$ cat src/rtl/interp_block_ctrl.sv
// Block sequencer for one 8x8 sub-pixel interpolation: row fetch, filter drain,
// serial output-filler writes, then hold until the consumer acknowledges.
module interp_block_ctrl #(
    parameter int ROWS      = 15,
    parameter int OUT_WORDS = 40,
    parameter int FILT_LAT  = 2
) (
    input  logic        clock,
    input  logic        reset,
    input  logic        start,
    input  logic [1:0]  frac_x,
    input  logic [1:0]  frac_y,
    input  logic        abort,
    input  logic        row_valid,
    output logic        row_ready,
    output logic        isr_load_L,
    output logic        filt_en,
    output logic        bypass,
    output logic        of_load_L,
    output logic [7:0]  of_sel,
    output logic        out_valid,
    input  logic        out_ack,
    output logic        busy,
    output logic        done,
    output logic [15:0] stall_cnt
);
    localparam int DW = (FILT_LAT > 1) ? $clog2(FILT_LAT) : 1;

    typedef enum logic [2:0] {IDLE, LOAD, DRAIN, FILL, HOLD} state_t;

    state_t         state_q, state_d;
    logic [3:0]     row_q, row_d;
    logic [7:0]     word_q, word_d;
    logic [DW-1:0]  drain_q, drain_d;
    logic           bypass_q, bypass_d;
    logic           done_q, done_d;
    logic [15:0]    stall_q, stall_d;

    always_ff @(posedge clock or posedge reset) begin
        if (reset) begin
            state_q  <= IDLE;
            row_q    <= '0;
            word_q   <= '0;
            drain_q  <= '0;
            bypass_q <= 1'b0;
            done_q   <= 1'b0;
            stall_q  <= '0;
        end else begin
            state_q  <= state_d;
            row_q    <= row_d;
            word_q   <= word_d;
            drain_q  <= drain_d;
            bypass_q <= bypass_d;
            done_q   <= done_d;
            stall_q  <= stall_d;
        end
    end

    always_comb begin
        state_d  = state_q;
        row_d    = row_q;
        word_d   = word_q;
        drain_d  = drain_q;
        bypass_d = bypass_q;
        done_d   = 1'b0;
        stall_d  = stall_q;
        case (state_q)
            IDLE: if (start) begin
                bypass_d = (frac_x == 2'd0) && (frac_y == 2'd0);
                stall_d  = '0;
                row_d    = '0;
                word_d   = '0;
                drain_d  = '0;
                state_d  = LOAD;
            end
            LOAD: begin
                if (row_valid) begin
                    if (row_q == 4'(ROWS - 1)) begin
                        row_d   = '0;
                        state_d = DRAIN;
                    end else begin
                        row_d = row_q + 4'd1;
                    end
                end else if (stall_q != 16'hFFFF) begin
                    stall_d = stall_q + 16'd1;
                end
            end
            DRAIN: begin
                if (drain_q == DW'(FILT_LAT - 1)) begin
                    drain_d = '0;
                    state_d = FILL;
                end else begin
                    drain_d = drain_q + 1'b1;
                end
            end
            FILL: begin
                if (word_q == 8'(OUT_WORDS - 1)) begin
                    word_d  = '0;
                    state_d = HOLD;
                end else begin
                    word_d = word_q + 8'd1;
                end
            end
            HOLD: if (out_ack) begin
                done_d  = 1'b1;
                state_d = IDLE;
            end
            default: state_d = IDLE;
        endcase
        // Cancel wins over every transition; the stall count survives for debug.
        if (abort && state_q != IDLE) begin
            state_d  = IDLE;
            row_d    = '0;
            word_d   = '0;
            drain_d  = '0;
            bypass_d = 1'b0;
            done_d   = 1'b0;
            stall_d  = stall_q;
        end
    end

    assign row_ready  = (state_q == LOAD);
    assign isr_load_L = ~((state_q == LOAD) && row_valid);
    assign filt_en    = ((state_q == DRAIN) || (state_q == FILL)) && !bypass_q;
    assign bypass     = bypass_q;
    assign of_load_L  = (state_q != FILL);
    assign of_sel     = word_q;
    assign out_valid  = (state_q == HOLD);
    assign busy       = (state_q != IDLE);
    assign done       = done_q;
    assign stall_cnt  = stall_q;
endmodule

$ cat config.mk
export PLATFORM = sky130hd
export DESIGN_NAME = interp_block_ctrl
export DESIGN_NICKNAME = d
export VERILOG_FILES = /design/src/rtl/interp_block_ctrl.sv
export SDC_FILE = /design/constraint.sdc
export NUM_CORES = 1
export LEC_CHECK = 0
export ABC_AREA = 1
export ABC_CLOCK_PERIOD_IN_PS = 2100
export CAP_MARGIN = 20
export CELL_PAD_IN_SITES_DETAIL_PLACEMENT = 0
export CELL_PAD_IN_SITES_GLOBAL_PLACEMENT = 1
export CORE_MARGIN = 5
export CORE_UTILIZATION = 35
export CTS_CLUSTER_DIAMETER = 60
export DETAILED_ROUTE_END_ITERATION = 7
export PLACE_DENSITY = 0.78
export SYNTH_ARGS = -nofsm -noshare
export SYNTH_HDL_FRONTEND = slang
export SYNTH_SLANG_ARGS = --single-unit
export TNS_END_PERCENT = 30
$ cat constraint.sdc
create_clock -name clock -period 2.1 [get_ports clock]
set_input_delay 0.42 -clock clock [delete_from_list [all_inputs] [get_ports clock]]
set_output_delay 0.42 -clock clock [all_outputs]
set_load 0.05 [all_outputs]
==> results of run 1 <==
final cells by class:
type	instances	area, um2	area share (%)
clock buffers	6	82.6	3.02
inverters	33	126	4.62
multi-input cells	236	1150	41.9
flip-flops and latches	34	851	31.1
well taps	75	93.8	3.43
repair buffers	45	435	15.9
through the flow:
step | hold WS (ns) | area (um2)
4_1_cts | 0.501 | 2740
3_3_place_gp | 0.482 | 2650
2_1_floorplan | 0.458 | 2160
3_5_place_dp | 0.488 | 2650
5_1_grt | 0.555 | 2740
6_report | 0.496 | 2740
flip-flops by register name, indices dropped and copies added (netlist names):
register and count:
of_sel 8, row_q 4, done 1, state_q 3, drain_q 1, bypass 1, stall_cnt 16
synth_stat cells:
master / number / share of area [%]
clkinv_1: 1 / 0.17
xor2_1: 2 / 0.81
a21oi_1: 4 / 0.93
dfrtp_1: 34 / 39
nand3b_1: 2 / 0.70
nor2_1: 36 / 6.3
nor2_4: 2 / 1.0
ha_1: 4 / 2.3
or2_2: 3 / 0.87
nand3_2: 1 / 0.46
nor4_1: 1 / 0.29
o21ai_1: 9 / 2.1
nand2_1: 92 / 16
nor3b_1: 1 / 0.35
o21ai_0: 11 / 2.6
nand4_1: 12 / 3.5
o21ai_2: 1 / 0.41
nand2_2: 5 / 1.5
nor3_1: 3 / 0.70
buf_4: 2 / 0.70
a22o_1: 1 / 0.41
nand2_4: 2 / 1.0
nor2_2: 4 / 1.2
nand3_1: 36 / 8.4
inv_4: 1 / 0.29
inv_2: 3 / 0.52
inv_1: 28 / 4.9
buf_6: 1 / 0.52
xnor2_1: 3 / 1.2
buf_2: 1 / 0.23
or2_0: 1 / 0.29
worst paths after layout:
kind                                              to  slack, ns  depth (start not counted)                      start
max reg2reg                stall_cnt[10]$_DFFE_PP0P_       0.34                          9   stall_cnt[1]$_DFFE_PP0P_
min in group asynchronous  stall_cnt[15]$_DFFE_PP0P_       0.54                          3                      reset
max in group asynchronous       row_q[2]$_DFFE_PP0P_       1.24                          3                      reset
min reg2reg                      drain_q$_DFFE_PP0P_       0.50                          1        drain_q$_DFFE_PP0P_
max                                    stall_cnt[12]       0.07                          1  stall_cnt[12]$_DFFE_PP0P_
min                              drain_q$_DFFE_PP0P_       0.50                          1        drain_q$_DFFE_PP0P_
layer usage:
metal	GRT usage, %	vias to the layer above
li1	-	1088
met1	20.1	948
met2	25.0	56
met3	3.35	4
met4	4.53	0
met5	0	-
power by group:
part	leakage (nW)	internal, mW	switching, mW
sequential	0.468	0.726	0.0921
combinational	0.760	0.381	0.852
clock	0.0431	0.253	0.234
kinds of logic (layout without fill, tap and decap cells):
family / Yosys count / after routing
XOR/XNOR: 5 / 5
adder cells (fa/ha/maj): 4 / 4
AND/OR/NAND/NOR: 201 / 201
flip-flops: 34 / 34
AO/OA/AOI/OAI: 26 / 26
buffers and inverters: 37 / 84
==> results.py, run 1 <==
metrics = {
    "clock_tree": {
        "cts_tree": "done",
        "htree_levels": 2,
        "cts_hold_buf": 0,
        "cts_buffers": 5,
        "clockRootBuffer": "clkbuf_8",
        "clk_pin_slew_ns": 0.07,
        "clockBufferDepth": 2,
        "cts_sinks": 34,
        "post_cts_buffers": 0,
        "cts_resized": 0,
        "worstSkewPairLatency_ns": 0.28,
    },
    "setup_path": {
        "path_buf_inv": 1,
        "path_max_fanout": 7,
        "critPathLaunchType": "flip-flop",
        "critical_path.endpoint_type": "output pin",
        "crit_chain": "clkdlybuf4s50_1",
        "crit_slowest_cell": "clkdlybuf4s50_1",
        "cp.arrival_ns": 1.61,
        "critPathTopFamily": "buffers and inverters",
        "crit_type": "reg2out",
        "crit_required_ns": 1.68,
        "max_stage_delay_ns": 0.85,
    },
    "synth": {
        "synth_top_family_by_area": "simple AND/OR/NAND/NOR gates",
        "ys_seq_area_share_pct": 39.5,
        "synth_area_per_cell_um2": 7.02,
        "synth_cell_type_count": 31,
        "synth_compound_gate_area_share_pct": 6.38,
        "synthesis.nets": 321,
        "synth_xor_area_share_pct": 2.03,
        "ys_seq_elements": 34,
        "synthMuxAreaShare_pct": 0,
        "synthAdderAreaFrac_pct": 2.32,
        "syn_area_um2": 2160,
        "synth-simple-area-share_pct": 42.5,
        "synth_cells": 307,
        "ys_warn_count": 0,
    },
    "floorplanning": {
        "io_pins": 42,
        "die_x_um": 88.5,
        "dieHeight_um": 88.5,
        "fp-row-count": 28,
        "initial_utilization_pct": 36.2,
        "die-area_um2": 7830,
        "core_um2": 5960,
    },
    "timing": {
        "finalCritPeriodShare_pct": 96.6,
        "worstMarginPinSlew_ns": 0.500,
        "tns_ns": 0,
        "min_period_ns": 2.03,
        "max_clock_freq_mhz": 493,
        "finalSetupViolCount": 0,
        "final_max_slew_viol_count": 0,
        "hold_viol_final": 0,
        "rsz0062_at_grt": "false",
        "worst_slack_ns": 0.0719,
        "worst_clock_skew_ns": 0.00409,
        "slew_headroom_pct": 66.6,
    },
    "route": {
        "via_per_inst": 4.89,
        "drt_wl_total_mm": 5.22,
        "initialDrtViolationCount": 100,
        "route.met3.wl_um": 292,
        "detail-route-antenna-nets": 0,
        "drc_errors": 0,
        "highest_layer": "met4",
        "avgRoutedWirePerCell_um": 12.2,
        "vias": 2096,
        "first_pass_iters": 4,
        "met1_length_mm": 2.50,
        "route.met2.wl_mm": 2.39,
    },
    "place": {
        "post-place-ws_ns": 0.142,
        "place.gp.congestion": 0.803,
        "place_inst": 423,
        "hpwl_mm": 3.91,
        "io_buffers": 41,
    },
    "layout": {
        "final_util_pct": 45.9,
        "antenna-diode-count": 0,
        "syn_to_final_growth_pct": 26.9,
        "drive_gt1_share_pct": 11.0,
        "num-nets-final": 369,
        "final_common_cell": "nand2_1",
        "layout.cells.non_filler": 429,
        "fill_cells": 643,
        "final_cell_mix": "92 x nand2_1, 36 x nor2_1, 36 x nand3_1",
    },
    "grt": {
        "grt_pass1_vias": 2027,
        "antenna_found_initial": 0,
        "grt_pass1_wl_mm": 9.36,
        "grt_overflow_total": 0,
        "grt_use_total_pct": 15.2,
        "grt_max_degree": 35,
    },
    "power_and_ir_drop": {
        "p_leak_nw": 1.27,
        "powerDensity_nw_per_um2": 928,
        "total_power_mw": 2.54,
        "ir_worst_vdd_mv": 0.767,
    },
    "run": {
        "max-cap-violations": 0,
    },
    "run_status": {
        "outcome": "finished, final reports clean",
    },
    "hold_path": {
        "hold_class": "reg2reg",
    },
}
Power figures use the tool's default switching activity.
==> inputs of run 2 (changes only) <==
--- a/config.mk
+++ b/config.mk
@@ -11,10 +11,11 @@
 export CELL_PAD_IN_SITES_DETAIL_PLACEMENT = 0
 export CELL_PAD_IN_SITES_GLOBAL_PLACEMENT = 1
 export CORE_MARGIN = 5
-export CORE_UTILIZATION = 35
+export CORE_UTILIZATION = 37
 export CTS_CLUSTER_DIAMETER = 60
 export DETAILED_ROUTE_END_ITERATION = 7
-export PLACE_DENSITY = 0.78
+export PLACE_DENSITY = 0.82
+export REMOVE_ABC_BUFFERS = 1
 export SYNTH_ARGS = -nofsm -noshare
 export SYNTH_HDL_FRONTEND = slang
 export SYNTH_SLANG_ARGS = --single-unit
==> results.py, run 2 (synthesis gave the netlist of run 1 again) <==
metrics = {
    "run_status": {
        "outcome": "finished, final reports clean",
    },
    "layout": {
        "largest_reg_flops": 16,
        "final_util_pct": 49.7,
        "layout.cells.non_filler": 428,
        "fill_cells": 575,
        "drive_gt1_share_pct": 10.7,
        "num-nets-final": 369,
        "final_common_cell": "nand2_1",
        "design_area_um2": 2770,
        "final_cell_mix": "92 x nand2_1, 36 x nor2_1, 36 x nand3_1",
        "syn_to_final_growth_pct": 28.4,
        "antenna-diode-count": 0,
    },
    "timing": {
        "worst_slack_ns": 0.0988,
        "min_period_ns": 2.00,
        "rsz0062_at_grt": "false",
        "max_clock_freq_mhz": 500,
        "hold_viol_final": 0,
        "final_max_slew_viol_count": 0,
        "worstMarginPinSlew_ns": 0.506,
        "hold_slack_ns": 0.522,
        "tns_ns": 0,
        "slew_headroom_pct": 66.2,
        "finalSetupViolCount": 0,
        "finalCritPeriodShare_pct": 95.3,
        "worst_clock_skew_ns": 0.00428,
    },
    "place": {
        "io_buffers": 41,
        "place_inst": 420,
        "place.gp.congestion": 0.810,
        "placed_cell_area_um2": 2650,
        "hpwl_mm": 4.07,
        "post-place-ws_ns": 0.105,
    },
    "floorplanning": {
        "fp-row-count": 27,
        "io_pins": 42,
        "die-area_um2": 7450,
        "initial_utilization_pct": 38.7,
        "die_x_um": 86.3,
        "dieHeight_um": 86.3,
        "core_um2": 5570,
    },
    "route": {
        "avgRoutedWirePerCell_um": 12.7,
        "via_per_inst": 4.92,
        "drc_errors": 0,
        "detail-route-antenna-nets": 0,
        "first_pass_iters": 4,
        "drt_wl_total_mm": 5.43,
        "vias": 2104,
        "initialDrtViolationCount": 123,
    },
    "power_and_ir_drop": {
        "power_frac_seq_pct": 31.1,
        "power.net_switching_mw": 1.22,
        "comb_power_share_pct": 45.9,
        "p_leak_nw": 1.31,
        "p_sw_share_pct": 45.6,
        "total_power_mw": 2.68,
        "clkPwrFrac_pct": 23.0,
        "powerDensity_nw_per_um2": 968,
        "ir_worst_vdd_mv": 0.646,
        "internal_power_mw": 1.46,
    },
    "run": {
        "max-cap-violations": 0,
    },
    "setup_path": {
        "max_stage_delay_ns": 0.84,
        "crit_chain": "clkdlybuf4s50_1",
        "reg2regPathDepth": 8,
        "path_buf_inv": 1,
        "path_max_fanout": 5,
        "crit_slowest_cell": "clkdlybuf4s50_1",
        "timing.rr.start": "stall_cnt[0]$_DFFE_PP0P_",
        "critical_path.endpoint_type": "output pin",
        "cp.arrival_ns": 1.58,
        "crit_type": "reg2out",
        "r2r_setup_slack_ns": 0.33,
        "crit_required_ns": 1.68,
        "r2r-end": "stall_cnt[9]$_DFFE_PP0P_",
        "critPathLaunchType": "flip-flop",
        "critPathTopFamily": "buffers and inverters",
    },
    "clock_tree": {
        "clk_pin_slew_ns": 0.08,
        "clockRootBuffer": "clkbuf_8",
        "htree_levels": 2,
        "cts_sinks": 34,
        "clockBufferDepth": 2,
        "cts_tree": "done",
        "cts_buffers": 5,
        "post_cts_buffers": 0,
        "worstSkewPairLatency_ns": 0.29,
    },
    "grt": {
        "grt_pass1_wl_mm": 9.35,
        "antenna_found_initial": 0,
        "grt_overflow_total": 0,
        "grt_use_total_pct": 15.5,
        "grt_max_degree": 35,
        "grt_pass1_vias": 2007,
    },
    "hold_path": {
        "hold_class": "in2async",
    },
}
==> run 2: power by group through the flow <==
| stage | sequential (mW) | combinational (mW) | clock (mW) |
|---|---|---|---|
| 5_1_grt | 0.849 | 1.36 | 0.663 |
| 3_5_place_dp | 0.842 | 1.24 | 0 |
| 3_3_place_gp | 0.841 | 1.23 | 0 |
| 6_report | 0.833 | 1.23 | 0.618 |
| 2_1_floorplan | 0.916 | 0.759 | 0 |
| 4_1_cts | 0.831 | 1.24 | 0.638 |
==> run 2: repair_timing <==
action | 4_1_cts | 5_1_grt
hold buffers | 0 | 0
resized for setup | 0 | 3
setup endpoints to repair | 0 | 11
==> run 2: worst max-delay path by stage <==
stage / startpoint / end / slack, ns / cells past startpoint
finish: stall_cnt[7]$_DFFE_PP0P_ / stall_cnt[7] / 0.1 / 1
global route: state_q[1]$_DFFE_PP0P_ / isr_load_L / 0.04 / 5
CTS: stall_cnt[0]$_DFFE_PP0P_ / stall_cnt[0] / 0.006 / 1
detailed placement: abort / row_q[1]$_DFFE_PP0P_ / 0.10 / 7
global placement: abort / row_q[1]$_DFFE_PP0P_ / 0.15 / 8
floorplan: stall_cnt[0]$_DFFE_PP0P_ / stall_cnt[11]$_DFFE_PP0P_ / 0.22 / 8
==> run 2: worst register-to-register path, cell delays in order, from the launching register on <==
cell	delay [ns]
dfrtp_1	0.50
ha_1	0.24
nand2_1	0.09
nor2_1	0.15
nand3_1	0.18
clkinv_1	0.10
nand2_1	0.09
nand2_4	0.19
o21ai_1	0.11
==> run 2: per-layer routing <==
layer	vias to the layer above	part of all wire, %	track usage, %
li1	1090	-	-
met1	952	47	19.9
met2	54	46	25.5
met3	8	5.1	3.80
met4	0	1.6	5.52
met5	-	0	0
==> run 2: area by class of cell <==
class                           instances  area [um2]  share of cell area, %
Multi-Input combinational cell        236        1150                   41.6
Sequential cell                        34         851                   30.7
Timing Repair Buffer                   45         443                   16.0
Inverter                               33         126                   4.56
Tap cell                               72        90.1                   3.25
Clock buffer                            7        76.3                   2.76
Clock inverter                          1        30.0                   1.08
==> inputs of run 3 (changes only) <==
--- a/config.mk
+++ b/config.mk
@@ -12,6 +12,7 @@
 export CELL_PAD_IN_SITES_GLOBAL_PLACEMENT = 1
 export CORE_MARGIN = 5
 export CORE_UTILIZATION = 37
+export CTS_BUF_LIST = sky130_fd_sc_hd__clkbuf_4 sky130_fd_sc_hd__clkbuf_8 sky130_fd_sc_hd__clkbuf_16
 export CTS_CLUSTER_DIAMETER = 60
 export DETAILED_ROUTE_END_ITERATION = 7
 export PLACE_DENSITY = 0.82
==> results.py, run 3 (synthesis gave the netlist of run 1 again) <==
metrics = {
    "timing": {
        "rsz0062_at_grt": "false",
        "worstMarginPinSlew_ns": 0.506,
        "tns_ns": 0,
        "hold_viol_final": 0,
        "min_period_ns": 2.00,
        "finalCritPeriodShare_pct": 95.4,
        "finalSetupViolCount": 0,
        "max_clock_freq_mhz": 499,
        "slew_headroom_pct": 66.2,
        "worst_clock_skew_ns": 0.00547,
        "final_max_slew_viol_count": 0,
    },
    "layout": {
        "num-nets-final": 369,
        "layout.cells.non_filler": 428,
        "fill_cells": 573,
        "final_common_cell": "nand2_1",
        "largest_reg_flops": 16,
        "final_cell_mix": "92 x nand2_1, 36 x nor2_1, 36 x nand3_1",
        "syn_to_final_growth_pct": 28.8,
        "antenna-diode-count": 0,
        "drive_gt1_share_pct": 11.2,
    },
    "setup_path": {
        "crit_type": "reg2out",
        "r2r_setup_slack_ns": 0.33,
        "cp.arrival_ns": 1.58,
        "r2r-end": "stall_cnt[9]$_DFFE_PP0P_",
        "critPathTopFamily": "buffers and inverters",
        "critPathLaunchType": "flip-flop",
        "path_max_fanout": 5,
        "timing.rr.start": "stall_cnt[0]$_DFFE_PP0P_",
        "critical_path.endpoint_type": "output pin",
        "critPathLaunch": "stall_cnt[7]$_DFFE_PP0P_",
        "path_buf_inv": 1,
        "crit_chain": "clkdlybuf4s50_1",
        "crit_required_ns": 1.68,
        "path_depth": 1,
        "reg2regPathDepth": 8,
        "max_stage_delay_ns": 0.84,
        "crit_slowest_cell": "clkdlybuf4s50_1",
        "crit_end": "stall_cnt[7]",
    },
    "floorplanning": {
        "fp-row-count": 27,
        "dieHeight_um": 86.3,
        "initial_utilization_pct": 38.7,
        "core_um2": 5570,
        "die-area_um2": 7450,
        "io_pins": 42,
        "die_x_um": 86.3,
    },
    "route": {
        "detail-route-antenna-nets": 0,
        "avgRoutedWirePerCell_um": 12.8,
        "vias": 2101,
        "first_pass_iters": 4,
        "drc_errors": 0,
        "drt_wl_total_mm": 5.47,
        "initialDrtViolationCount": 142,
        "via_per_inst": 4.91,
    },
    "run": {
        "max-cap-violations": 0,
    },
    "power_and_ir_drop": {
        "p_leak_nw": 1.32,
        "p_sw_share_pct": 45.1,
        "powerDensity_nw_per_um2": 975,
        "clkPwrFrac_pct": 23.8,
        "internal_power_mw": 1.49,
        "ir_worst_vdd_mv": 0.647,
        "power.net_switching_mw": 1.22,
        "comb_power_share_pct": 45.4,
        "power_frac_seq_pct": 30.8,
    },
    "grt": {
        "grt_overflow_total": 0,
        "grt_pass1_vias": 2004,
        "grt_use_total_pct": 15.5,
        "antenna_found_initial": 0,
        "grt_pass1_wl_mm": 9.34,
        "grt_max_degree": 35,
    },
    "clock_tree": {
        "cts_resized": 0,
        "cts_tree": "done",
        "cts_hold_buf": 0,
        "worstSkewPairLatency_ns": 0.29,
        "clockRootBuffer": "clkbuf_8",
        "cts_buffers": 5,
        "cts_sinks": 34,
        "clockBufferDepth": 2,
        "post_cts_buffers": 0,
        "clk_pin_slew_ns": 0.08,
        "htree_levels": 2,
    },
    "place": {
        "place.gp.congestion": 0.810,
        "place_inst": 420,
        "io_buffers": 41,
        "hpwl_mm": 4.07,
    },
    "hold_path": {
        "hold_class": "in2async",
    },
    "run_status": {
        "outcome": "finished, final reports clean",
    },
}
[run 3: cell counts in the layout (fill, tap and decap cells not counted)]
Identical to the previous run, type by type.
[run 3: worst min path at each step]
stage	from	endpoint	slack (ns)	cells past startpoint
floorplan	drain_q$_DFFE_PP0P_	drain_q$_DFFE_PP0P_	0.46	1
global placement	drain_q$_DFFE_PP0P_	drain_q$_DFFE_PP0P_	0.49	1
detailed placement	stall_cnt[15]$_DFFE_PP0P_	stall_cnt[15]$_DFFE_PP0P_	0.53	2
CTS	reset	stall_cnt[15]$_DFFE_PP0P_	0.54	3
global route	drain_q$_DFFE_PP0P_	drain_q$_DFFE_PP0P_	0.57	1
finish	reset	of_sel[4]$_DFFE_PP0P_	0.52	3
[run 3: cell type report]
class / count / area (um2) / share of cell area [%]
inverters: 33 / 126 / 4.55
multi-input cells: 236 / 1150 / 41.5
clock inverters: 1 / 30.0 / 1.08
clock buffers: 7 / 83.8 / 3.02
flip-flops and latches: 34 / 851 / 30.6
repair buffers: 45 / 443 / 16.0
well taps: 72 / 90.1 / 3.24
[run 3: power by group through the flow]
stage / clock [mW] / sequential, mW / combinational, mW
2_1_floorplan: 0 / 0.916 / 0.759
3_3_place_gp: 0 / 0.841 / 1.23
3_5_place_dp: 0 / 0.842 / 1.24
4_1_cts: 0.663 / 0.831 / 1.24
5_1_grt: 0.688 / 0.849 / 1.36
6_report: 0.644 / 0.833 / 1.23
[run 3: metal layers]
metal	GRT usage [%]	up-vias	part of all wire [%]	routed length (um)
li1	-	1091	-	-
met1	19.8	951	47	2560
met2	25.5	51	46	2520
met3	3.80	8	5.3	292
met4	5.52	0	1.6	87
met5	0	-	0	0
[run 3: through the flow]
| stage | hold slack [ns] | setup slack (ns) | instance area [um2] | utilization, % | power, mW |
|---|---|---|---|---|---|
| 6_report | 0.521 | 0.0976 | 2780 | 49.8 | 2.71 |
| 5_1_grt | 0.567 | 0.0384 | 2780 | 49.8 | 2.90 |
| 4_1_cts | 0.540 | 0.00678 | 2770 | 49.6 | 2.74 |
| 3_5_place_dp | 0.525 | 0.105 | 2650 | 47.6 | 2.08 |
| 3_3_place_gp | 0.494 | 0.155 | 2650 | 47.6 | 2.07 |
| 2_1_floorplan | 0.458 | 0.225 | 2120 | - | 1.68 |
==> edit (settings of run 2) <==
Make the reset (`reset`) synchronous in one clocked block.
--- a/src/rtl/interp_block_ctrl.sv
+++ b/src/rtl/interp_block_ctrl.sv
@@ -37,5 +37,5 @@
     logic [15:0]    stall_q, stall_d;
 
-    always_ff @(posedge clock or posedge reset) begin
+    always_ff @(posedge clock) begin
         if (reset) begin
             state_q  <= IDLE;
Formal check against the unedited RTL: differs if reset is asserted again (counterexample within 4 cycles, from zero or initial values and one cycle with reset high); with reset held inactive, the same outputs for 10 cycles.
==> edit against run 2 <==
  * Routed wire length fell by 1.1%
  * Synthesized area fell by 3.4%
  * Synthesized cell count rose by 6.5%
  * Sequential cell count did not move
  * Register-to-register slack improved by 0.06 ns
  * Cell area fell by 0.41%
  * Worst setup slack got worse by 0.00085 ns
  * Die area fell by 3.0%
  * Clock power barely moved
  * Power fell by 7.7%
  * Critical path type unchanged
==> edit: results (changes against run 2) <==
metric	value	unit	change
initial drt markers	131		was 123
Synth Area in Adders	2.40	%	was 2.32%
Rel. slew slack	66.2	%	about the same
clock slew at reported path FFs	0.07	ns	
hpwl dp	4170	um	was 4070 um
Non-Filler Instances	453		was 428
largest net degree at the start of global routing	14		was 35
Synth Flop Type	dfxtp_1		was dfrtp_1
outcome	complete, no violations		unchanged
Seq/Total Area, Yosys	32.7	%	was 39.5%
vias in the first global route	1958		was 2007
layout net count	394		was 369
Max VDD drop	0.418	mV	was 0.646 mV
area fraction in compound gates after synthesis	9.61	%	was 6.38%
Post-synth ARST share	0	%	was 100%
GRT Overall Usage	15.9	%	was 15.5%
RD Place Congestion	0.851		was 0.810
Vias/cell	4.74		was 4.92
Layout fillers	596		was 575
post-synthesis xor/xnor area fraction	1.68	%	was 2.03%
CTS Buffer Depth	2		unchanged
most frequent cells after synthesis	101 x nand2_1, 43 x nor2_1, 34 x dfxtp_1, 33 x inv_1, 28 x nand3_1		was 92 x nand2_1, 36 x nand3_1, 36 x nor2_1, 34 x dfrtp_1, 28 x inv_1
critical-path maximum fanout	6		was 5
Largest register FFs	16		unchanged
ratio of cells with drive above 1 in the final layout	15.2	%	was 10.7%
clk_skew	0.00747	ns	was 0.00428 ns
Syn. warnings	0		unchanged
Static Leakage	1.10	nW	was 1.31 nW
first-pass GRT wire length	9250	um	was 9350 um
top cells by area, synth	dfxtp_1 33%, nand2_1 18%, nor2_1 7.7%		was dfrtp_1 39%, nand2_1 16%, nand3_1 8.4%
worst min path class	reg -> reg		was in -> async
post-synthesis cell type count	28		was 31
Syn Area/Cell	6.37	sq um	was 7.02 sq um
Wirelength per Cell	11.9	um	was 12.7 um
[edit: cell types whose count changed after synthesis, sizes merged, moves of 4 or more]
cell          run 2  this run
dfrtp            34         0
dfxtp             0        34
o21ai            21         9
nor2             42        52
inv              32        38
nand4            12         8
a21oi             4        22
nand2            99       114
nand3            37        28
or2               4         0
[edit: logic make-up after synthesis]
kind of cell	Yosys count
adder cells (fa/ha/maj)	4
buffers and inverters	42
XOR/XNOR	4
flip-flops	34
AND/OR/NAND/NOR	210
AO/OA/AOI/OAI	33
[edit: worst paths after layout]
| check | start | endpoint | slack, ns | depth (start not counted) |
|---|---|---|---|---|
| worst min register to register | row_q[0] | row_q[0] | 0.49 | 2 |
| worst min-delay path | row_q[0] | row_q[0] | 0.49 | 2 |
| worst max-delay path | stall_cnt[9] | stall_cnt[9] | 0.1 | 1 |
| worst max register to register | stall_cnt[1] | stall_cnt[13] | 0.39 | 10 |
[edit: per-layer routing]
metal / share of wire (%) / routed length, um / vias up / track usage, %
met2: 44 / 2370 / 40 / 24.6
met1: 50 / 2670 / 950 / 21.9
li1: - / - / 1150 / -
met4: 1.3 / 68 / 0 / 4.75
met5: 0 / 0 / - / 0
met3: 5.0 / 267 / 5 / 3.59
[edit: metrics by stage]
stage,setup slack [ns],cell area [sq um]
floorplan,0.0471,2060
global placement,0.211,2640
detailed placement,0.163,2640
CTS,0.0883,2760
global route,0.0253,2760
finish,0.0979,2760
[edit: area by class of cell]
| cell class | count | share of cell area [%] |
|---|---|---|
| flip-flops and latches | 34 | 24.7 |
| clock inverters | 3 | 1.63 |
| multi-input cells | 251 | 44.7 |
| inverters | 39 | 5.31 |
| well taps | 72 | 3.27 |
| repair buffers | 49 | 17.9 |
| clock buffers | 5 | 2.50 |
[edit: worst min-delay path: stages, from the launching register on]
cell	delay, ns
dfxtp_1	0.33
nand2_1	0.07
a21oi_1	0.05
[edit: report_power, final]
part           internal (mW)  switching, mW
Sequential             0.693         0.0716
Clock                  0.353          0.263
Combinational          0.338          0.756
